File: src/rtl/seq_det_pkg.sv
// Shared definitions for the bit-serial sequence detector family:
// shifter state encoding, the common bit type and the default word width.
package seq_det_pkg;

  typedef enum logic {
    S_IDLE  = 1'b0,
    S_SHIFT = 1'b1
  } ser_state_t;

  typedef logic bit_t;

  localparam int SEQ_DET_WIDTH = 8;

  // Bit-counter width; never narrower than one bit.
  function automatic int cnt_width(input int width);
    return (width > 1) ? $clog2(width) : 1;
  endfunction

endpackage

File: src/rtl/seq_bit_serializer_if.sv
// Word-in / bit-out bundle of the serializer; master is the upstream/consumer
// side, slave is the serializer itself.
interface seq_bit_serializer_if
  import seq_det_pkg::*;
#(
  parameter int WIDTH = SEQ_DET_WIDTH
);

  logic [WIDTH-1:0] in_data;
  logic             in_valid;
  logic             in_ready;
  logic             ser_en;
  bit_t             dout;
  logic             dout_valid;
  logic             busy;
  logic             gap;

  modport master (
    output in_data,
    output in_valid,
    output ser_en,
    input  in_ready,
    input  dout,
    input  dout_valid,
    input  busy,
    input  gap
  );

  modport slave (
    input  in_data,
    input  in_valid,
    input  ser_en,
    output in_ready,
    output dout,
    output dout_valid,
    output busy,
    output gap
  );

endinterface

File: src/rtl/seq_hold_reg.sv
// One-word holding register with full flag. A push is taken only while empty,
// so a push and a pop can never collide.
module seq_hold_reg
  import seq_det_pkg::*;
#(
  parameter int WIDTH = SEQ_DET_WIDTH
) (
  input  logic             clk,
  input  logic             rst,
  input  logic             i_push,
  input  logic [WIDTH-1:0] i_data,
  input  logic             i_pop,
  output logic [WIDTH-1:0] o_data,
  output logic             o_full
);

  logic [WIDTH-1:0] r_data;
  logic             r_full;
  logic             w_take;

  assign w_take = i_push && !r_full;

  always_ff @(posedge clk) begin
    if (rst) begin
      r_full <= 1'b0;
    end else if (w_take) begin
      r_full <= 1'b1;
    end else if (i_pop) begin
      r_full <= 1'b0;
    end
  end

  always_ff @(posedge clk) begin
    if (rst) begin
      r_data <= '0;
    end else if (w_take) begin
      r_data <= i_data;
    end
  end

  assign o_data = r_data;
  assign o_full = r_full;

endmodule

File: src/rtl/seq_bit_serializer.sv
// Parallel-to-serial front end: buffers one word and streams words out one
// bit per enabled cycle, contiguously, flagging the end of each burst with gap.
module seq_bit_serializer
  import seq_det_pkg::*;
#(
  parameter int   WIDTH     = SEQ_DET_WIDTH,
  parameter int   MSB_FIRST = 1,
  parameter bit_t IDLE_BIT  = 1'b0
) (
  input logic                 clk,
  input logic                 rst,
  seq_bit_serializer_if.slave bus
);

  localparam int              CNT_W    = cnt_width(WIDTH);
  localparam logic [CNT_W-1:0] CNT_LAST = CNT_W'(WIDTH - 1);

  logic [WIDTH-1:0] w_holdData;
  logic             w_holdFull;
  logic             w_push;
  logic             w_pop;

  ser_state_t       r_state;
  ser_state_t       w_stateNext;
  logic [WIDTH-1:0] r_sh;
  logic [WIDTH-1:0] w_shNext;
  logic [CNT_W-1:0] r_cnt;
  logic [CNT_W-1:0] w_cntNext;
  bit_t             r_dout;
  bit_t             w_doutNext;
  logic             r_doutValid;
  logic             w_doutValidNext;
  logic             r_gap;
  logic             w_gapNext;

  assign w_push = bus.in_valid && !w_holdFull;

  seq_hold_reg #(
    .WIDTH (WIDTH)
  ) u_hold (
    .clk    (clk),
    .rst    (rst),
    .i_push (w_push),
    .i_data (bus.in_data),
    .i_pop  (w_pop),
    .o_data (w_holdData),
    .o_full (w_holdFull)
  );

  always_ff @(posedge clk) begin
    if (rst) begin
      r_state     <= S_IDLE;
      r_sh        <= '0;
      r_cnt       <= '0;
      r_gap       <= 1'b0;
      r_dout      <= IDLE_BIT;
      r_doutValid <= 1'b0;
    end else begin
      r_state     <= w_stateNext;
      r_sh        <= w_shNext;
      r_cnt       <= w_cntNext;
      r_gap       <= w_gapNext;
      r_dout      <= w_doutNext;
      r_doutValid <= w_doutValidNext;
    end
  end

  // The serial outputs are precomputed from next state so dout is a bare flop.
  always_comb begin
    w_stateNext = r_state;
    w_shNext    = r_sh;
    w_cntNext   = r_cnt;
    w_pop       = 1'b0;
    w_gapNext   = 1'b0;

    if (bus.ser_en) begin
      case (r_state)
        S_IDLE: begin
          if (w_holdFull) begin
            w_shNext    = w_holdData;
            w_cntNext   = '0;
            w_pop       = 1'b1;
            w_stateNext = S_SHIFT;
          end
        end
        S_SHIFT: begin
          if (r_cnt != CNT_LAST) begin
            w_shNext  = (MSB_FIRST != 0) ? {r_sh[WIDTH-2:0], 1'b0}
                                         : {1'b0, r_sh[WIDTH-1:1]};
            w_cntNext = r_cnt + 1'b1;
          end else if (w_holdFull) begin
            w_shNext  = w_holdData;
            w_cntNext = '0;
            w_pop     = 1'b1;
          end else begin
            w_stateNext = S_IDLE;
            w_gapNext   = 1'b1;
          end
        end
        default: begin
          w_stateNext = S_IDLE;
        end
      endcase
    end

    w_doutValidNext = (w_stateNext == S_SHIFT);
    if (w_doutValidNext) begin
      w_doutNext = (MSB_FIRST != 0) ? w_shNext[WIDTH-1] : w_shNext[0];
    end else begin
      w_doutNext = IDLE_BIT;
    end
  end

  assign bus.in_ready   = !w_holdFull;
  assign bus.dout       = r_dout;
  assign bus.dout_valid = r_doutValid;
  assign bus.gap        = r_gap;
  assign bus.busy       = (r_state == S_SHIFT) || w_holdFull;

endmodule

File: src/flat_wrapper.sv
// flat-port wrapper written by rule: the top's interface ports become plain ports
module seq_bit_serializer_flat import seq_det_pkg::*;
#(
  parameter int   WIDTH     = SEQ_DET_WIDTH,
  parameter int   MSB_FIRST = 1,
  parameter bit_t IDLE_BIT  = 1'b0
)
  (clk, rst, bus_in_data, bus_in_valid, bus_ser_en, bus_in_ready, bus_dout, bus_dout_valid, bus_busy, bus_gap);
  seq_bit_serializer_if #(.WIDTH(WIDTH)) bus_i ();
  input logic clk;
  input logic rst;
  input wire logic [$bits(bus_i.in_data)-1:0] bus_in_data;
  input wire logic [$bits(bus_i.in_valid)-1:0] bus_in_valid;
  input wire logic [$bits(bus_i.ser_en)-1:0] bus_ser_en;
  output wire logic [$bits(bus_i.in_ready)-1:0] bus_in_ready;
  output wire logic [$bits(bus_i.dout)-1:0] bus_dout;
  output wire logic [$bits(bus_i.dout_valid)-1:0] bus_dout_valid;
  output wire logic [$bits(bus_i.busy)-1:0] bus_busy;
  output wire logic [$bits(bus_i.gap)-1:0] bus_gap;
  assign bus_i.in_data = bus_in_data;
  assign bus_i.in_valid = bus_in_valid;
  assign bus_i.ser_en = bus_ser_en;
  assign bus_in_ready = bus_i.in_ready;
  assign bus_dout = bus_i.dout;
  assign bus_dout_valid = bus_i.dout_valid;
  assign bus_busy = bus_i.busy;
  assign bus_gap = bus_i.gap;
  seq_bit_serializer #(.WIDTH(WIDTH), .MSB_FIRST(MSB_FIRST), .IDLE_BIT(IDLE_BIT)) u_core (.clk(clk), .rst(rst), .bus(bus_i));
endmodule
File: config.mk
export PLATFORM = sky130hd
export DESIGN_NAME = seq_bit_serializer_flat
export DESIGN_NICKNAME = d
export VERILOG_FILES = /design/src/rtl/seq_det_pkg.sv /design/src/rtl/seq_bit_serializer_if.sv /design/src/rtl/seq_hold_reg.sv /design/src/rtl/seq_bit_serializer.sv /design/src/flat_wrapper.sv
export SDC_FILE = /design/constraint.sdc
export NUM_CORES = 1
export LEC_CHECK = 0
export BUFFER_PORTS_ARGS = -buffer_cell sky130_fd_sc_hd__buf_2
export CORE_MARGIN = 4
export CORE_UTILIZATION = 45
export CTS_CLUSTER_SIZE = 10
export DETAILED_ROUTE_END_ITERATION = 10
export PLACE_DENSITY_LB_ADDON = 0.15
export SETUP_SLACK_MARGIN = 0.3
export SLEW_MARGIN = 5
export SYNTH_ARGS = -nofsm -noshare
export SYNTH_HDL_FRONTEND = slang
export SYNTH_SLANG_ARGS = --single-unit
File: constraint.sdc
create_clock -name clk -period 4.3 [get_ports clk]
set_clock_uncertainty 0.1 [all_clocks]
set_input_delay 0.215 -clock clk [delete_from_list [all_inputs] [get_ports clk]]
set_output_delay 0.215 -clock clk [all_outputs]
set_load 0.05 [all_outputs]
=== Yosys cells after proc, flatten, opt, wreduce, memory -nomap -nowiden ===
Index checks and enable logic that the tools add are counted.

* Magnitude comparators: 0
* $add $sub $neg: 1
* Multiplexer cells: 17
* $mul: 0
* Shift-type cells: 0
* Reductions and logical operators: 7
* Equality and inequality tests: 1
* Bitwise operators: 3
* Div/mod/pow operators: 0

{| class="wikitable"
|+ Operators with widths
! cell !! number
|-
| $mux W8 || 3
|-
| $pmux W8 S2 || 1
|-
| $mux W1 || 8
|-
| $mux W3 || 2
|-
| $pmux W3 S2 || 1
|-
| $pmux W1 S2 || 2
|-
| $reduce_or A4 Y1 || 1
|-
| $add A3 B1 Y3 const B || 1
|-
| $ne A3 B3 Y1 const B || 1
|-
| $not A1 Y1 || 3
|-
| $logic_and A1 B1 Y1 || 2
|-
| $reduce_bool A2 Y1 || 1
|-
| $reduce_or A2 Y1 || 1
|-
| $logic_not A1 Y1 || 1
|-
| $logic_or A1 B1 Y1 || 1
|}

* Register bits after elaboration: 23
* Word-level logic and storage cells: 37
* Output and inout bits: 5
* Bits in latches: 0
* Memories kept: 0
* Memory bits (writable): 0
* Memory bits (read-only): 0
* Input port bits: 12

=== Depth between registers and ports, before layout ===
Gate-level depths: netlist (run 1).

* Word-level depth: 6
* Depth in mapped cells: 6
* Gate-level depth less buffers: 5

=== Cells and area by module ===
A second synthesis (run 1) with hierarchy kept.

* Cells, all modules: 113
* Area total of the unflattened synthesis: 1,138.6 sq um

{| class="wikitable"
|+ By module, submodules not included
! module !! times used !! cells an instance !! area each (sq um)
|-
| seq_bit_serializer || 1 || 75 || 715.7
|-
| seq_hold_reg || 1 || 38 || 422.9
|}

=== Worst setup path after synthesis (run 1) ===
No wires, ideal clock.

* Kind: register -> register
* From: register u_core.r_state
* To: register u_core.r_sh[6]
* Arrival time: 1.392 ns
* Path buffers: 0
* Path slack: 2.715 ns
* Cell stages (with the launch flop): 4
* Clock period less this slack: 1.585 ns
* Path through: dfxtp_1 -> nor2b_4 -> mux2_2 -> o32ai_1

* Word-level cells in the longest chain between the ends: 2

{| class="wikitable"
|+ Ends and longest elaborated chain
! item !! RTL line !! text
|-
| from (decl) || seq_bit_serializer.sv:23 || <nowiki>ser_state_t r_state;</nowiki>
|-
| from (signal assigned) || seq_bit_serializer.sv:59 || <nowiki>r_state <= w_stateNext;</nowiki>
|-
| $not A1 Y1 || seq_bit_serializer.sv:77 || <nowiki>case (r_state)</nowiki>
|-
| $pmux W8 S2 (*) || seq_bit_serializer.sv:77 ||
|-
| to (signal assigned) || seq_bit_serializer.sv:60 || <nowiki>r_sh <= w_shNext;</nowiki>
|-
| to (decl) || seq_bit_serializer.sv:25 || <nowiki>logic [WIDTH-1:0] r_sh;</nowiki>
|}

Every way passes the cells marked *; elsewhere a longest branch is shown, timed or not.
A chain may end at the register's enable or synchronous reset.

=== Worst setup path in the final report (run 1) ===
* From: register u_core.r_cnt[0]
* To: register u_core.r_sh[0]

* Word-level cells in the longest chain between the ends: 3

{| class="wikitable"
|+ Ends and longest elaborated chain
! item !! RTL line !! text
|-
| from (decl) || seq_bit_serializer.sv:27 || <nowiki>logic [CNT_W-1:0] r_cnt;</nowiki>
|-
| from (signal assigned) || seq_bit_serializer.sv:61 || <nowiki>r_cnt <= w_cntNext;</nowiki>
|-
| $ne A3 B3 Y1 || seq_bit_serializer.sv:87 || <nowiki>if (r_cnt != CNT_LAST) begin</nowiki>
|-
| $mux W8 || seq_bit_serializer.sv:87 ||
|-
| $pmux W8 S2 || seq_bit_serializer.sv:77 ||
|}

Every way passes these cells.

==> results of run 1 <==
worst max path at each step:
stage	start	to	depth (start not counted)
6_report	u_core.r_cnt[0]	u_core.r_sh[0]	5
5_1_grt	u_core.r_cnt[0]	u_core.r_sh[0]	5
4_1_cts	u_core.r_cnt[0]	u_core.r_sh[0]	5
3_5_place_dp	u_core.r_cnt[0]	u_core.r_sh[0]	5
3_3_place_gp	u_core.r_cnt[0]	u_core.r_sh[0]	5
2_1_floorplan	u_core.r_state	u_core.r_sh[6]	3
worst reg2reg max path: cells and delay by family (launching register included):
kind	cells	cell delay (ns)
AO/OA/AOI/OAI	2	0.58
adder cells (fa/ha/maj)	2	0.44
flip-flops	1	0.35
AND/OR/NAND/NOR	1	0.31
layout make-up:
cell class	instances	area [um^2]
Fill cell	192	947
Sequential cell	23	460
Multi-Input combinational cell	62	440
Timing Repair Buffer	16	80.1
Inverter	9	33.8
Tap cell	27	33.8
Clock buffer	4	26.3
cells in the final DEF, fill, tap and decap left out, types with 2 or more instances in the layout:
cell       n
dfxtp_1   23
buf_2     16
nor2_1    11
inv_1      9
mux2i_1    8
o32ai_1    6
a211oi_1   6
a21oi_1    5
nand3_1    4
nand2_1    4
clkbuf_4   3
nand2_2    2
nor2b_1    2
ha_1       2
logic make-up after synthesis:
family | share of synthesized area (%)
and+or+nand+nor | 15.0
AOI/OAI and AO/OA | 18.2
DFF | 47.1
buffers and inverters | 7.81
muxes | 9.35
adders and majority gates | 2.56
flip-flops by register name, summed over array words and instances (netlist names):
register / flops
u_core.r_sh: 8
u_core.u_hold.o_data: 8
u_core.r_cnt: 3
u_core.bus.dout: 1
u_core.bus.gap: 1
u_core.r_state: 1
u_core.u_hold.o_full: 1
stage by stage:
stage	power, W	hold slack [ns]	area (um^2)	setup slack (ns)
6_report	0.000389	0.0497	1070	2.43
3_5_place_dp	0.000300	0.357	1050	2.43
3_3_place_gp	0.000299	0.352	1050	2.47
2_1_floorplan	0.000287	0.194	977	2.72
4_1_cts	0.000396	0.0383	1070	2.40
5_1_grt	0.000413	0.0524	1070	2.31
routing by layer:
metal | share of wire [%] | global-route usage (%) | vias to the layer above
li1 | - | - | 384
met2 | 49 | 24.4 | 13
met5 | 0 | 0 | -
met3 | 4.5 | 3.27 | 2
met4 | 0.55 | 7.47 | 0
met1 | 46 | 17.3 | 344
report_power, final:
part / switching (W) / total (W) / internal, W
Sequential: 0.00000841 / 0.000234 / 0.000225
Combinational: 0.0000372 / 0.0000610 / 0.0000237
Clock: 0.0000585 / 0.0000946 / 0.0000361
Total: 0.000104 / 0.000389 / 0.000285
==> impl_metrics.tcl, run 1 <==
set metrics [dict create \
    avgSynthCellArea_um2 9.77 \
    p_leak_nw 0.435 \
    min_from "bus_in_data[7]" \
    nets 129 \
    placedCellCount 137 \
    grt_max_degree 25 \
    cp_slowest_stage_delay_ns 0.35 \
    critPathArrivalTime_ns 1.97 \
    final_cell_count_no_fill 141 \
    vias_per_cell 5.27 \
    worst_pin_slew_ns 0.894 \
    rsz0062_at_grt "false" \
    r2r-end "u_core.r_sh[0]" \
    maxSlewViolCount 0 \
    ant_nets 0 \
    clock_latency_ns 0.30 \
    cts_buffers 3 \
    ys_seq_area_share_pct 47.1 \
    finalHoldViolations 0 \
    max_freq_mhz 536 \
    netlist_top_cells_count "23 x dfxtp_1, 11 x nor2_1, 9 x inv_1, 8 x mux2i_1" \
    syn_area_um2 977 \
    synth-edff-count 0 \
    cellPowerDensity_nw_per_um2 362 \
    avgRoutedWirePerCell_um 12.8 \
    cts_setup_buffers 0 \
    fin_setup_tns_ns 0 \
    synth_area_leaders "dfxtp_1 47%, mux2i_1 8.2%, o32ai_1 5.4%" \
    synth_ff_type "dfxtp_1" \
    period_share_pct 43.4 \
    core_area_um2 2020 \
    die-area_um2 2980 \
    place_congestion 0.690 \
    die_x_um 54.6 \
    startpoint_type "flop" \
    grt_pass1_wl_um 3090 \
    yosysTopAreaCell "dfxtp_1" \
    cts_root_buf "clkbuf_4" \
    synthArstFlopShare_pct 0 \
    crit_top_cell "ha_1" \
    cts_tree "yes" \
    slew_headroom_pct 40.3 \
    ctsLongestPathBuffers 2 \
    grt_overflow 0 \
    synth_most_common_cell "dfxtp_1" \
    ys_ff_latch 23 \
    cts_resized 0 \
    min_to "u_core.u_hold.o_data[7]" \
    grt_usage_pct 14.6 \
    grt_pass1_vias 725 \
    wl_um 1810 \
    status "finished, final reports clean" \
    r2r_slack_ns 2.43 \
    drc 0 \
    slowest_stage "dfxtp_1" \
    dr.first_iter.drc_count 7 \
    cp_num_buf_inv 0 \
    die_y_um 54.6 \
    period_needed_ns 1.87 \
    r2r-start "u_core.r_cnt[0]" \
    io_pins 17 \
    path_cells "ha_1, ha_1, nor2b_4, o21ai_1, a32o_1" \
    diodes 0 \
    setup_viol 0 \
    reg2regPathDepth 5 \
    start_util_pct 48.3 \
    path_class "flop to flop" \
    antenna_found_initial 0 \
    maxCapViolations 0 \
    cts.clk_slew.worst_paths_ns 0.12 \
    syn_nets 114 \
    ys_types 28 \
    drive_gt1_share_pct 22.8 \
    first_pass_iters 4 \
    syn_inst 100 \
    cts.sinks 23 \
    crit_path_end_kind "flop" \
    synth_top_area_share_pct 47.1 \
    route.vias.total 743 \
    required_ns 4.40 \
    rows 16 \
    holdPathStages 3 \
    hold_buffers 0 \
    portBuffers 16 \
    areaGrowthSynthToFinish_pct 9.99 \
    crit_family "compound AO/OA/AOI/OAI gates" \
    critPathMaxFanout 13 \
    htreeDepth 1 \
    fin_util_pct 53.2 \
    yosys_warnings 0 \
    hp-class "primary input to flop" \
    irDropWorstVdd_uv 186 \
    dp_hpwl_um 1290 \
]
Power figures use the tool's default switching activity.
==> run 2: changes to the inputs <==
Settings changed: ABC_AREA set to 1.
Clock period 4.3 ns to 1.8 ns, I/O delays scaled along.
==> run 2 against run 1 <==
  * Routed wire length up 18%
  * Largest cell class is now multi-input combinational cells
  * Maximum frequency is 29% higher
  * Utilization rose by 11 points
  * Power rose to 2.5 times the previous value
  * Non-clock buffer count increased by 11
  * Critical endpoint is now u_core.r_sh[4]
  * Setup slack got worse by 2.1 ns
  * Area after synthesis increased by 2.2%
==> impl_metrics.tcl, run 2 <==
set metrics [dict create \
    ant_nets 0 \
    netlist_top_cells_count "37 x nor2_1, 28 x nand2_1, 23 x dfxtp_1, 13 x inv_1, 11 x o21ai_0" \
    cp_slowest_stage_delay_ns 0.37 \
    period_share_pct 80.2 \
    syn_area_um2 998 \
    cellPowerDensity_nw_per_um2 753 \
    cts_buffers 3 \
    die_x_um 55.1 \
    status "finished, final reports clean" \
    p_int_w 0.000699 \
    yosys_warnings 0 \
    holdPathStages 4 \
    synth_most_common_cell "nor2_1" \
    avgRoutedWirePerCell_um 10.8 \
    synth_ff_type "dfxtp_1" \
    grt_overflow 0 \
    synth_area_leaders "dfxtp_1 46%, nor2_1 14%, nand2_1 11%" \
    rsz0062_at_grt "true" \
    ys_ff_latch 23 \
    grt_max_degree 18 \
    drive_gt1_share_pct 26.3 \
    cts_tree "yes" \
    cts.sinks 23 \
    grt_pass1_wl_um 3710 \
    synthArstFlopShare_pct 0 \
    period_needed_ns 1.44 \
    setup_viol 0 \
    cts_root_buf "clkbuf_4" \
    first_pass_iters 4 \
    crit_path_end_kind "flop" \
    synth_top_area_share_pct 46.1 \
    final_cell_mix "36 x nor2_1, 25 x nand2_1, 19 x dfxtp_1" \
    grt_usage_pct 17.0 \
    die_y_um 55.1 \
    syn_inst 141 \
    p_comb_share_pct 18.7 \
    ys_seq_area_share_pct 46.1 \
    clkPwrFrac_pct 23.9 \
    syn_nets 155 \
    vias_per_cell 4.87 \
    crit_top_cell "ha_4" \
    place_congestion 0.819 \
    synth-edff-count 0 \
    ys_types 19 \
    layout_commonest_cell "nor2_1" \
    wl_um 2130 \
    start_util_pct 48.9 \
    setup_ws_ns 0.357 \
    grt_pass1_vias 911 \
    dp_hpwl_um 1440 \
    drc 0 \
    route.vias.total 965 \
    ctsLongestPathBuffers 2 \
    worst_pin_slew_ns 0.287 \
    irDropWorstVdd_uv 427 \
    place_ws_ns 0.231 \
    max_freq_mhz 693 \
    path_class "flop to flop" \
    portBuffers 16 \
    startpoint_type "flop" \
    maxCapViolations 0 \
    fin_setup_tns_ns 0 \
    diodes 0 \
    clock_latency_ns 0.31 \
    io_pins 17 \
    switching_share_pct 29.3 \
    seqPwrFrac_pct 57.4 \
    areaGrowthSynthToFinish_pct 31.5 \
    slowest_stage "dfxtp_2" \
    finalHoldViolations 0 \
    dr.first_iter.drc_count 14 \
    p_leak_nw 0.588 \
    die-area_um2 3040 \
    rows 16 \
    hp-class "primary input to flop" \
    critPathMaxFanout 7 \
    cts.clk_slew.worst_paths_ns 0.13 \
    path_cells "ha_4, ha_4, inv_4, buf_6, a21oi_4, nand2_2, nand3_2, nor2_2" \
    slew_headroom_pct 80.8 \
    required_ns 1.90 \
    avgSynthCellArea_um2 7.08 \
    nets 186 \
    critPathArrivalTime_ns 1.55 \
    core_area_um2 2040 \
    yosysTopAreaCell "dfxtp_1" \
    htreeDepth 1 \
    p_sw_w 0.000289 \
    maxSlewViolCount 0 \
    reg2regPathDepth 8 \
    antenna_found_initial 0 \
    fillers 186 \
]
==> run 2: layout make-up <==
cell class	count	area (um^2)	share of cell area, %
multi-input combinational	99	518	39.5
timing repair buffer	27	191	14.6
sequential	23	468	35.7
inverter	18	75.1	5.72
tap	27	33.8	2.57
clock buffer	4	26.3	2.00
==> run 2: what timing repair did <==
item                                    4_1_cts  5_1_grt
pin swaps                                     0        8
endpoints found under the hold margin        14        0
resized for setup                             2       20
setup buffers                                 0        1
hold buffers                                 10        0
endpoints found under the setup margin        9       12
==> run 2: cells by family (layout without fill, tap and decap cells) <==
logic type	after synthesis	in the layout	synth area share, %
AOI/OAI and AO/OA	18	18	10.5
and+or+nand+nor	79	79	33.6
buffers and inverters	19	49	7.27
DFF	23	23	46.1
adders and majority gates	2	2	2.51
==> run 2: critical path: cells and delay by family (launching register included) <==
| family | cells | cell delay (ns) |
|---|---|---|
| AOI/OAI and AO/OA | 1 | 0.23 |
| adders and majority gates | 2 | 0.28 |
| and+or+nand+nor | 3 | 0.21 |
| buffers and inverters | 2 | 0.16 |
| DFF | 1 | 0.37 |
==> run 2: power groups by stage <==
stage	sequential, W	clock (W)	combinational (W)
2_1_floorplan	0.000578	0	0.000111
3_3_place_gp	0.000575	0	0.000155
3_5_place_dp	0.000576	0	0.000158
4_1_cts	0.000565	0.000252	0.000177
5_1_grt	0.000573	0.000267	0.000212
6_report	0.000567	0.000236	0.000185
==> run 2: per-stage QoR <==
stage	total power, W	std cells	hold WS, ns	utilization (%)	cell area, um^2
after floorplan	0.000689	141	0.0591	-	998
after global placement	0.000730	183	0.236	54.3	1110
after detailed placement	0.000735	183	0.243	54.3	1110
after CTS	0.000994	197	0.0232	60.7	1240
after global routing	0.00105	198	0.0745	64.3	1310
final	0.000988	198	0.0589	64.3	1310
==> run 2: routing by layer <==
metal	GRT usage [%]	wire length, um
met1	19.5	941
met4	4.86	13
met3	3.22	66
met2	31.5	1110
met5	0	0
==> run 2: worst paths after layout <==
check,startpoint,end,slack [ns]
max reg2reg,u_core.r_cnt[1],u_core.r_sh[4],0.36
min,rst,u_core.r_sh[7],0.06
max,u_core.r_cnt[1],u_core.r_sh[4],0.36
min reg2reg,u_core.r_sh[0],u_core.r_sh[0],0.37
